## config.mk

```make
export PLATFORM = sky130hd
export DESIGN_NAME = tone_voice_nco
export DESIGN_NICKNAME = d
export VERILOG_FILES = /design/src/rtl/tone_pkg.sv /design/src/rtl/sine.sv /design/src/rtl/tone_envelope.sv /design/src/rtl/tone_voice_nco.sv
export SDC_FILE = /design/constraint.sdc
export NUM_CORES = 2
export LEC_CHECK = 0
export CAP_MARGIN = 5
export CORE_ASPECT_RATIO = 1.5
export CORE_MARGIN = 2
export CORE_UTILIZATION = 33
export CTS_CLUSTER_SIZE = 25
export DETAILED_ROUTE_END_ITERATION = 6
export SLEW_MARGIN = 30
export SYNTH_ARGS = -nofsm -noshare
export SYNTH_HDL_FRONTEND = slang
export SYNTH_HIERARCHICAL = 1
export SYNTH_SLANG_ARGS = --single-unit
```

## constraint.sdc

```tcl
create_clock -name clk -period 40.8 [get_ports clk]
set_input_delay 10.2 -clock clk [delete_from_list [all_inputs] [get_ports clk]]
set_output_delay 10.2 -clock clk [all_outputs]
set_load 0.005 [all_outputs]
```

## src/rtl/tone_pkg.sv

```systemverilog
// Shared encodings for the tone voice: envelope states, waveform and pan selects,
// and the envelope full-scale value.
package tone_pkg;

  typedef enum logic [1:0] {
    ST_IDLE    = 2'd0,
    ST_ATTACK  = 2'd1,
    ST_SUSTAIN = 2'd2,
    ST_RELEASE = 2'd3
  } env_state_e;

  localparam logic [1:0] WAVE_SINE   = 2'b00;
  localparam logic [1:0] WAVE_SAW    = 2'b01;
  localparam logic [1:0] WAVE_SQUARE = 2'b10;
  localparam logic [1:0] WAVE_TRI    = 2'b11;

  localparam logic [1:0] PAN_BOTH    = 2'b00;
  localparam logic [1:0] PAN_LEFT    = 2'b01;
  localparam logic [1:0] PAN_RIGHT   = 2'b10;
  localparam logic [1:0] PAN_BOTH_B  = 2'b11;

  localparam logic [15:0] ENV_MAX = 16'hFFFF;

endpackage

```

## src/rtl/sine.sv

```systemverilog
// 12-bit phase in, 14-bit signed sine out, one registered cycle. Half-wave parabola
// with a second-order correction; peak amplitude is +/-8191.
module sine (
  input  logic               clk_i,
  input  logic [11:0]        addr_i,
  output logic signed [13:0] data_o
);

  logic [31:0] t, u, p14, k, y, amp, val;

  always_comb begin
    t   = {21'd0, addr_i[10:0]};
    u   = t * (32'd2048 - t);
    p14 = u >> 6;
    k   = 32'd12698 + ((32'd3686 * p14) >> 14);
    y   = (p14 * k) >> 14;
    amp = (y * 32'd8191) >> 14;
    val = addr_i[11] ? (32'd0 - amp) : amp;
  end

  always_ff @(posedge clk_i) begin
    data_o <= 14'(val);
  end

endmodule

```

## src/rtl/tone_envelope.sv

```systemverilog
// Attack/sustain/release envelope. Steps are applied only on the sample strobe; the
// gate level picks the direction, so a retrigger resumes from the current level.
module tone_envelope
  import tone_pkg::*;
(
  input  logic        clk,
  input  logic        rst_n,
  input  logic        ena_i,
  input  logic        gate_i,
  input  logic [15:0] attack_step_i,
  input  logic [15:0] release_step_i,
  output logic [15:0] env_o,
  output logic        active_o,
  output logic        idle_next_o
);

  env_state_e  state_q, state_d;
  logic [15:0] env_q, env_d;
  logic        active_q;

  function automatic logic [15:0] sat_add(input logic [15:0] a, input logic [15:0] b);
    logic [16:0] s;
    s = {1'b0, a} + {1'b0, b};
    return s[16] ? ENV_MAX : s[15:0];
  endfunction

  function automatic logic [15:0] sat_sub(input logic [15:0] a, input logic [15:0] b);
    return (b > a) ? 16'd0 : (a - b);
  endfunction

  always_comb begin
    state_d = state_q;
    env_d   = env_q;
    if (ena_i) begin
      if (gate_i) begin
        if (state_q != ST_SUSTAIN) begin
          env_d   = sat_add(env_q, attack_step_i);
          state_d = (env_d == ENV_MAX) ? ST_SUSTAIN : ST_ATTACK;
        end
      end else if (state_q != ST_IDLE) begin
        // gate low overrides any attack saturation on the same strobe
        env_d   = sat_sub(env_q, release_step_i);
        state_d = (env_d == 16'd0) ? ST_IDLE : ST_RELEASE;
      end
    end
    idle_next_o = (state_d == ST_IDLE);
  end

  always_ff @(posedge clk or negedge rst_n) begin
    if (!rst_n) begin
      state_q  <= ST_IDLE;
      env_q    <= 16'd0;
      active_q <= 1'b0;
    end else begin
      state_q  <= state_d;
      env_q    <= env_d;
      active_q <= (state_d != ST_IDLE);
    end
  end

  assign env_o    = env_q;
  assign active_o = active_q;

endmodule

```

## src/rtl/tone_voice_nco.sv

```systemverilog
// Single tone voice: tuning table, phase accumulator, waveform shaping, envelope
// scaling and stereo routing. Sample appears three cycles after each ena strobe.
module tone_voice_nco
  import tone_pkg::*;
#(
  parameter int                  PHASE_W  = 32,
  parameter int                  OUT_W    = 24,
  parameter int                  NOTE_W   = 3,
  parameter logic [PHASE_W-1:0]  TUNE_RST = PHASE_W'(103079215)
) (
  input  logic                     clk,
  input  logic                     rst_n,
  input  logic                     ena,
  input  logic [NOTE_W-1:0]        note,
  input  logic                     gate,
  input  logic [1:0]               wave,
  input  logic [1:0]               pan,
  input  logic [15:0]              attack_step,
  input  logic [15:0]              release_step,
  input  logic                     tune_we,
  input  logic [NOTE_W-1:0]        tune_addr,
  input  logic [PHASE_W-1:0]       tune_data,
  output logic signed [OUT_W-1:0]  l_data,
  output logic signed [OUT_W-1:0]  r_data,
  output logic                     out_valid,
  output logic                     active
);

  localparam int NTUNE  = 1 << NOTE_W;
  // only the phase bits the waveforms consume travel down the pipeline
  localparam int SNAP_W = OUT_W + 1;
  localparam logic signed [OUT_W-1:0] SQ_MAX = {1'b0, {(OUT_W-1){1'b1}}};

  logic [PHASE_W-1:0] tune_q [NTUNE];
  logic [PHASE_W-1:0] phase_q;
  logic [15:0]        env;
  logic               idle_next;

  logic [SNAP_W-1:0]        phase_p0;
  logic [15:0]              env_p0, env_p1;
  logic [1:0]               wave_p0, wave_p1, pan_p0, pan_p1, pan_p2;
  logic                     vld_p0, vld_p1, vld_p2;
  logic signed [OUT_W-1:0]  shaped_p1, sample_p1, scaled_p2;
  logic signed [13:0]       sine_p1;
  logic signed [OUT_W-1:0]  l_q, r_q;
  logic                     out_valid_q;

  function automatic logic signed [OUT_W-1:0] shape(input logic [1:0] w, input logic [SNAP_W-1:0] p);
    logic [OUT_W-1:0] v;
    case (w)
      WAVE_SAW:    return $signed({~p[SNAP_W-1], p[SNAP_W-2 -: OUT_W-1]});
      WAVE_SQUARE: return p[SNAP_W-1] ? -SQ_MAX : SQ_MAX;
      WAVE_TRI: begin
        v = p[SNAP_W-1] ? ~p[OUT_W-1:0] : p[OUT_W-1:0];
        return $signed({~v[OUT_W-1], v[OUT_W-2:0]});
      end
      default:     return '0;
    endcase
  endfunction

  function automatic logic signed [OUT_W-1:0] scale(input logic signed [OUT_W-1:0] s, input logic [15:0] e);
    logic signed [OUT_W+16:0] prod;
    prod = s * $signed({1'b0, e});
    return OUT_W'(prod >>> 16);
  endfunction

  tone_envelope u_env (
    .clk            (clk),
    .rst_n          (rst_n),
    .ena_i          (ena),
    .gate_i         (gate),
    .attack_step_i  (attack_step),
    .release_step_i (release_step),
    .env_o          (env),
    .active_o       (active),
    .idle_next_o    (idle_next)
  );

  always_ff @(posedge clk or negedge rst_n) begin
    if (!rst_n) begin
      for (int i = 0; i < NTUNE; i++) tune_q[i] <= TUNE_RST;
    end else if (tune_we) begin
      tune_q[tune_addr] <= tune_data;
    end
  end

  // stage 0: snapshot the voice and advance the accumulator
  always_ff @(posedge clk or negedge rst_n) begin
    if (!rst_n) begin
      phase_q  <= '0;
      phase_p0 <= '0;
      env_p0   <= '0;
      wave_p0  <= '0;
      pan_p0   <= '0;
      vld_p0   <= 1'b0;
    end else begin
      vld_p0 <= ena;
      if (ena) begin
        phase_p0 <= phase_q[PHASE_W-1 -: SNAP_W];
        env_p0   <= env;
        wave_p0  <= wave;
        pan_p0   <= pan;
        phase_q  <= idle_next ? '0 : phase_q + tune_q[note];
      end
    end
  end

  sine u_sine (
    .clk_i  (clk),
    .addr_i (phase_p0[SNAP_W-1 -: 12]),
    .data_o (sine_p1)
  );

  // stage 1: waveform shaping alongside the sine lookup
  always_ff @(posedge clk or negedge rst_n) begin
    if (!rst_n) begin
      shaped_p1 <= '0;
      env_p1    <= '0;
      wave_p1   <= '0;
      pan_p1    <= '0;
      vld_p1    <= 1'b0;
    end else begin
      shaped_p1 <= shape(wave_p0, phase_p0);
      env_p1    <= env_p0;
      wave_p1   <= wave_p0;
      pan_p1    <= pan_p0;
      vld_p1    <= vld_p0;
    end
  end

  always_comb begin
    sample_p1 = shaped_p1;
    if (wave_p1 == WAVE_SINE) sample_p1 = $signed({sine_p1, {(OUT_W-14){1'b0}}});
  end

  // stage 2: envelope multiply
  always_ff @(posedge clk or negedge rst_n) begin
    if (!rst_n) begin
      scaled_p2 <= '0;
      pan_p2    <= '0;
      vld_p2    <= 1'b0;
    end else begin
      scaled_p2 <= scale(sample_p1, env_p1);
      pan_p2    <= pan_p1;
      vld_p2    <= vld_p1;
    end
  end

  // stage 3: stereo routing, outputs hold between samples
  always_ff @(posedge clk or negedge rst_n) begin
    if (!rst_n) begin
      l_q         <= '0;
      r_q         <= '0;
      out_valid_q <= 1'b0;
    end else begin
      out_valid_q <= vld_p2;
      if (vld_p2) begin
        l_q <= (pan_p2 == PAN_RIGHT) ? '0 : scaled_p2;
        r_q <= (pan_p2 == PAN_LEFT)  ? '0 : scaled_p2;
      end
    end
  end

  assign l_data    = l_q;
  assign r_data    = r_q;
  assign out_valid = out_valid_q;

endmodule

```

==> results_tabular.tex <==
\begin{tabular}{lr}
\hline
Metric & Value \\
\hline
\multicolumn{2}{l}{\textbf{Run}} \\
Maximum Capacitance Violations & 0 \\
\multicolumn{2}{l}{\textbf{Logic synthesis}} \\
FFs w/ async S/R, synth & 97.1\% \\
Mapped cell area & 61700 um\^{}2 \\
Average cell area after synthesis & 10.1 um\^{}2 \\
Yosys reg bits & 488 \\
Sequential area share after synthesis & 19.9\% \\
Number of enable-type register cells in the synthesized netlist & 0 \\
Count of warnings emitted by yosys & 6 \\
Unique cell type count in the Yosys netlist & 115 \\
Gate Count Post-Synth & 6089 \\
Commonest register cell after synthesis & sky130\_fd\_sc\_hd\_\_dfrtp\_1 \\
\multicolumn{2}{l}{\textbf{Drt}} \\
Detailed Route Iter0 Violations & 2151 \\
Vias/cell & 4.96 \\
Final routed wire length divided by cell count & 18.4 um \\
Via count of the routed design & 42700 \\
Count of nets left with antenna violations after detail routing & 0 \\
Final WL & 158 mm \\
DRC violation count after routing & 22 \\
Pre-antenna DRT Iters & 7 \\
\multicolumn{2}{l}{\textbf{Timing}} \\
Number of slew-limit violations in the final report & 31 \\
Post-route clock period utilization & 62.1\% \\
Endpoints failing hold & 0 \\
Max Clock Skew & 0.0571 ns \\
Slew at the pin with the worst max-slew slack & 2.94 ns \\
Worst max-slew margin expressed relative to the limit & -96.4\% \\
Unrepaired setup endpoints after global routing & no \\
Post-route minimum period & 25.33 ns \\
Final-layout setup total negative slack & 0 ns \\
Max Fclk & 39.5 MHz \\
Count of final setup violators & 0 \\
\multicolumn{2}{l}{\textbf{Placement}} \\
Placed cell count & 8509 \\
Count of port buffers added during placement & 128 \\
Detailed Place HPWL & 123 mm \\
Gpl congestion & 0.900 \\
\multicolumn{2}{l}{\textbf{Clocking}} \\
TritonCTS Sinks & 488 \\
Number of buffers between clock root and the deepest sink & 3 \\
Clock transition at the registers of the reported paths & 0.06 ns \\
TritonCTS clock tree & done \\
Depth of the CTS H-tree & 2 \\
Post-CTS Setup Bufs & 0 \\
Number of resized instances in the post-cts repair step & 0 \\
Clock root buffer & sky130\_fd\_sc\_hd\_\_clkbuf\_16 \\
Hold bufs inserted after CTS & 0 \\
Clock latency on the worst-skew pair & 0.65 ns \\
Total CTS buffers & 52 \\
\multicolumn{2}{l}{\textbf{Critical path}} \\
Required time worst endpoint & 41.36 ns \\
Endpoint class of the critical path & flip-flop \\
Largest stage delay on the critical path & 0.80 ns \\
Cell at the slowest stage of the critical path & sky130\_fd\_sc\_hd\_\_nor3\_1 \\
Startpoint type of the worst setup path & flip-flop \\
Start-to-end type of the worst setup path & flip-flop to flip-flop \\
Critical path fanouts, max & 19 \\
Worst endpoint data arrival time & 25.89 ns \\
Crit path top cell by count & sky130\_fd\_sc\_hd\_\_fa\_1 \\
\multicolumn{2}{l}{\textbf{GRT}} \\
Gr ovfl total & 0 \\
Wire length of the first global-routing pass & 258 mm \\
Overall track demand over capacity in global routing & 16.9\% \\
Via count of the first global-routing pass & 47000 \\
Maximum number of pins on one net before global-route repair & 155 \\
Initial antenna violation count & 17 \\
\multicolumn{2}{l}{\textbf{Layout}} \\
Synthesis-to-layout area growth & 9.78\% \\
Count of nets after finishing & 7610 \\
Commonest cells after routing, fill and taps aside & sky130\_fd\_sc\_hd\_\_inv\_1, sky130\_fd\_sc\_hd\_\_fa\_1, sky130\_fd\_sc\_hd\_\_nand2\_1 \\
Fraction of final layout cells with drive strength greater than 1 & 12.8\% \\
FILL cells & 18500 \\
Non-filler instance count after layout & 8610 \\
Leading cell type in the layout, fill and taps excluded & sky130\_fd\_sc\_hd\_\_inv\_1 \\
\multicolumn{2}{l}{\textbf{Floorplanning}} \\
Row count & 194 \\
Die width & 357 um \\
Die area & 191000 um\^{}2 \\
Core region area & 186000 um\^{}2 \\
DIE HEIGHT & 534 um \\
Top Ports & 129 \\
Starting Density & 33.2\% \\
\multicolumn{2}{l}{\textbf{Outcome}} \\
Run status & complete, but fails checks \\
Failing checks & DRC, slew limit \\
\multicolumn{2}{l}{\textbf{Worst hold path}} \\
Worst Hold Class & flip-flop to flip-flop \\
\hline
\end{tabular}
metal layers:
metal	vias to the layer above	routed length (um)	GRT usage (%)
li1	19400	-	-
met1	22100	65000	20.9
met2	920	80900	30.5
met3	288	7400	2.62
met4	26	4630	4.56
met5	-	161	0
per-stage QoR:
stage	hold WS (ns)	utilization, %	worst slack [ns]	area, um^2
after CTS	0.349	36.4	15.39	67700
after global routing	0.356	36.4	13.91	67800
final	0.347	36.4	15.47	67800
after detailed placement	0.335	35.4	15.53	65900
after global placement	0.334	35.4	16.04	65800
after floorplan	0.331	-	17.52	61800
cell usage after synthesis, types with 17 or more instances:
| cell type | instances | area [um^2] |
|---|---|---|
| sky130_fd_sc_hd__mux4_2 | 64 | 1440 |
| sky130_fd_sc_hd__or2_2 | 17 | 106 |
| sky130_fd_sc_hd__dfrtp_1 | 354 | 8860 |
| sky130_fd_sc_hd__or3_1 | 36 | 225 |
| sky130_fd_sc_hd__nor2_1 | 269 | 1010 |
| sky130_fd_sc_hd__ha_1 | 459 | 5740 |
| sky130_fd_sc_hd__o21ai_0 | 93 | 465 |
| sky130_fd_sc_hd__o21bai_1 | 22 | 165 |
| sky130_fd_sc_hd__xnor2_1 | 159 | 1390 |
| sky130_fd_sc_hd__a32o_1 | 25 | 250 |
| sky130_fd_sc_hd__nand3_1 | 43 | 215 |
| sky130_fd_sc_hd__fa_1 | 957 | 19200 |
| sky130_fd_sc_hd__o22ai_1 | 52 | 325 |
| sky130_fd_sc_hd__and2_1 | 110 | 688 |
| sky130_fd_sc_hd__o21ai_1 | 28 | 140 |
| sky130_fd_sc_hd__nor3_1 | 47 | 235 |
| sky130_fd_sc_hd__nand2_1 | 489 | 1840 |
| sky130_fd_sc_hd__o21a_1 | 31 | 233 |
| sky130_fd_sc_hd__a21o_1 | 91 | 683 |
| sky130_fd_sc_hd__a22o_1 | 20 | 175 |
| sky130_fd_sc_hd__and3_1 | 97 | 607 |
| sky130_fd_sc_hd__nor2b_1 | 60 | 375 |
| sky130_fd_sc_hd__nand2b_1 | 97 | 607 |
| sky130_fd_sc_hd__nand4_1 | 22 | 138 |
| sky130_fd_sc_hd__a21oi_1 | 157 | 786 |
| sky130_fd_sc_hd__dfstp_2 | 120 | 3150 |
| sky130_fd_sc_hd__mux2_2 | 346 | 3900 |
| sky130_fd_sc_hd__xor2_1 | 71 | 622 |
| sky130_fd_sc_hd__clkbuf_1 | 215 | 807 |
| sky130_fd_sc_hd__inv_1 | 1253 | 4700 |
final timing paths:
kind                              start           endpoint  slack (ns)  depth (start not counted)
hold / removal                pan_p1[1]          pan_p2[1]        0.35                          0
setup reg to reg           phase_p0[15]  u_sine/data_o[11]       15.47                         81
min in group asynchronous         rst_n        tune_q[148]        9.58                          1
hold reg to reg               pan_p1[1]          pan_p2[1]        0.35                          0
max in group asynchronous         rst_n         l_data[12]       29.21                          4
setup / recovery           phase_p0[15]  u_sine/data_o[11]       15.47                         81
flip-flops by register name, summed over array words and instances (netlist names), 14 cells and up:
name and count:
scaled_p2 24, env_p1 16, tune_q 256, env_p0 16, shaped_p1 24, phase_q 32, l_data 24, r_data 24
phase_p0 25, u_env/env_o 16, u_sine/data_o 14
final cells by class:
| class | instances | area (um^2) | share of cell area (%) |
|---|---|---|---|
| Tap cell | 2450 | 3070 | 4.52 |
| Inverter | 1262 | 4740 | 6.99 |
| Clock inverter | 18 | 256 | 0.378 |
| Sequential cell | 488 | 12300 | 18.2 |
| Timing Repair Buffer | 197 | 1850 | 2.73 |
| Clock buffer | 80 | 1580 | 2.33 |
| Antenna cell | 1 | 2.50 | 0.00369 |
| Multi-Input combinational cell | 4114 | 44000 | 64.9 |
critical path, delay by kind of cell, from the launching register on:
family	cells	cell delay, ns
buf+inv	12	1.54
fa+ha+maj	26	12.07
compound gates	22	5.61
flops	1	0.59
xor+xnor	4	1.18
simple gates	17	4.17
cells by family after synthesis:
| logic type | share of synthesized area (%) |
|---|---|
| compound gates | 7.73 |
| xor+xnor | 3.52 |
| flops | 19.9 |
| fa+ha+maj | 40.3 |
| simple gates | 10.6 |
| mux | 8.77 |
| buf+inv | 9.16 |
| other cells | 0.0122 |
Power is not shown: default switching activity piles up to over one toggle a cycle in this logic, so the estimate is an artifact.
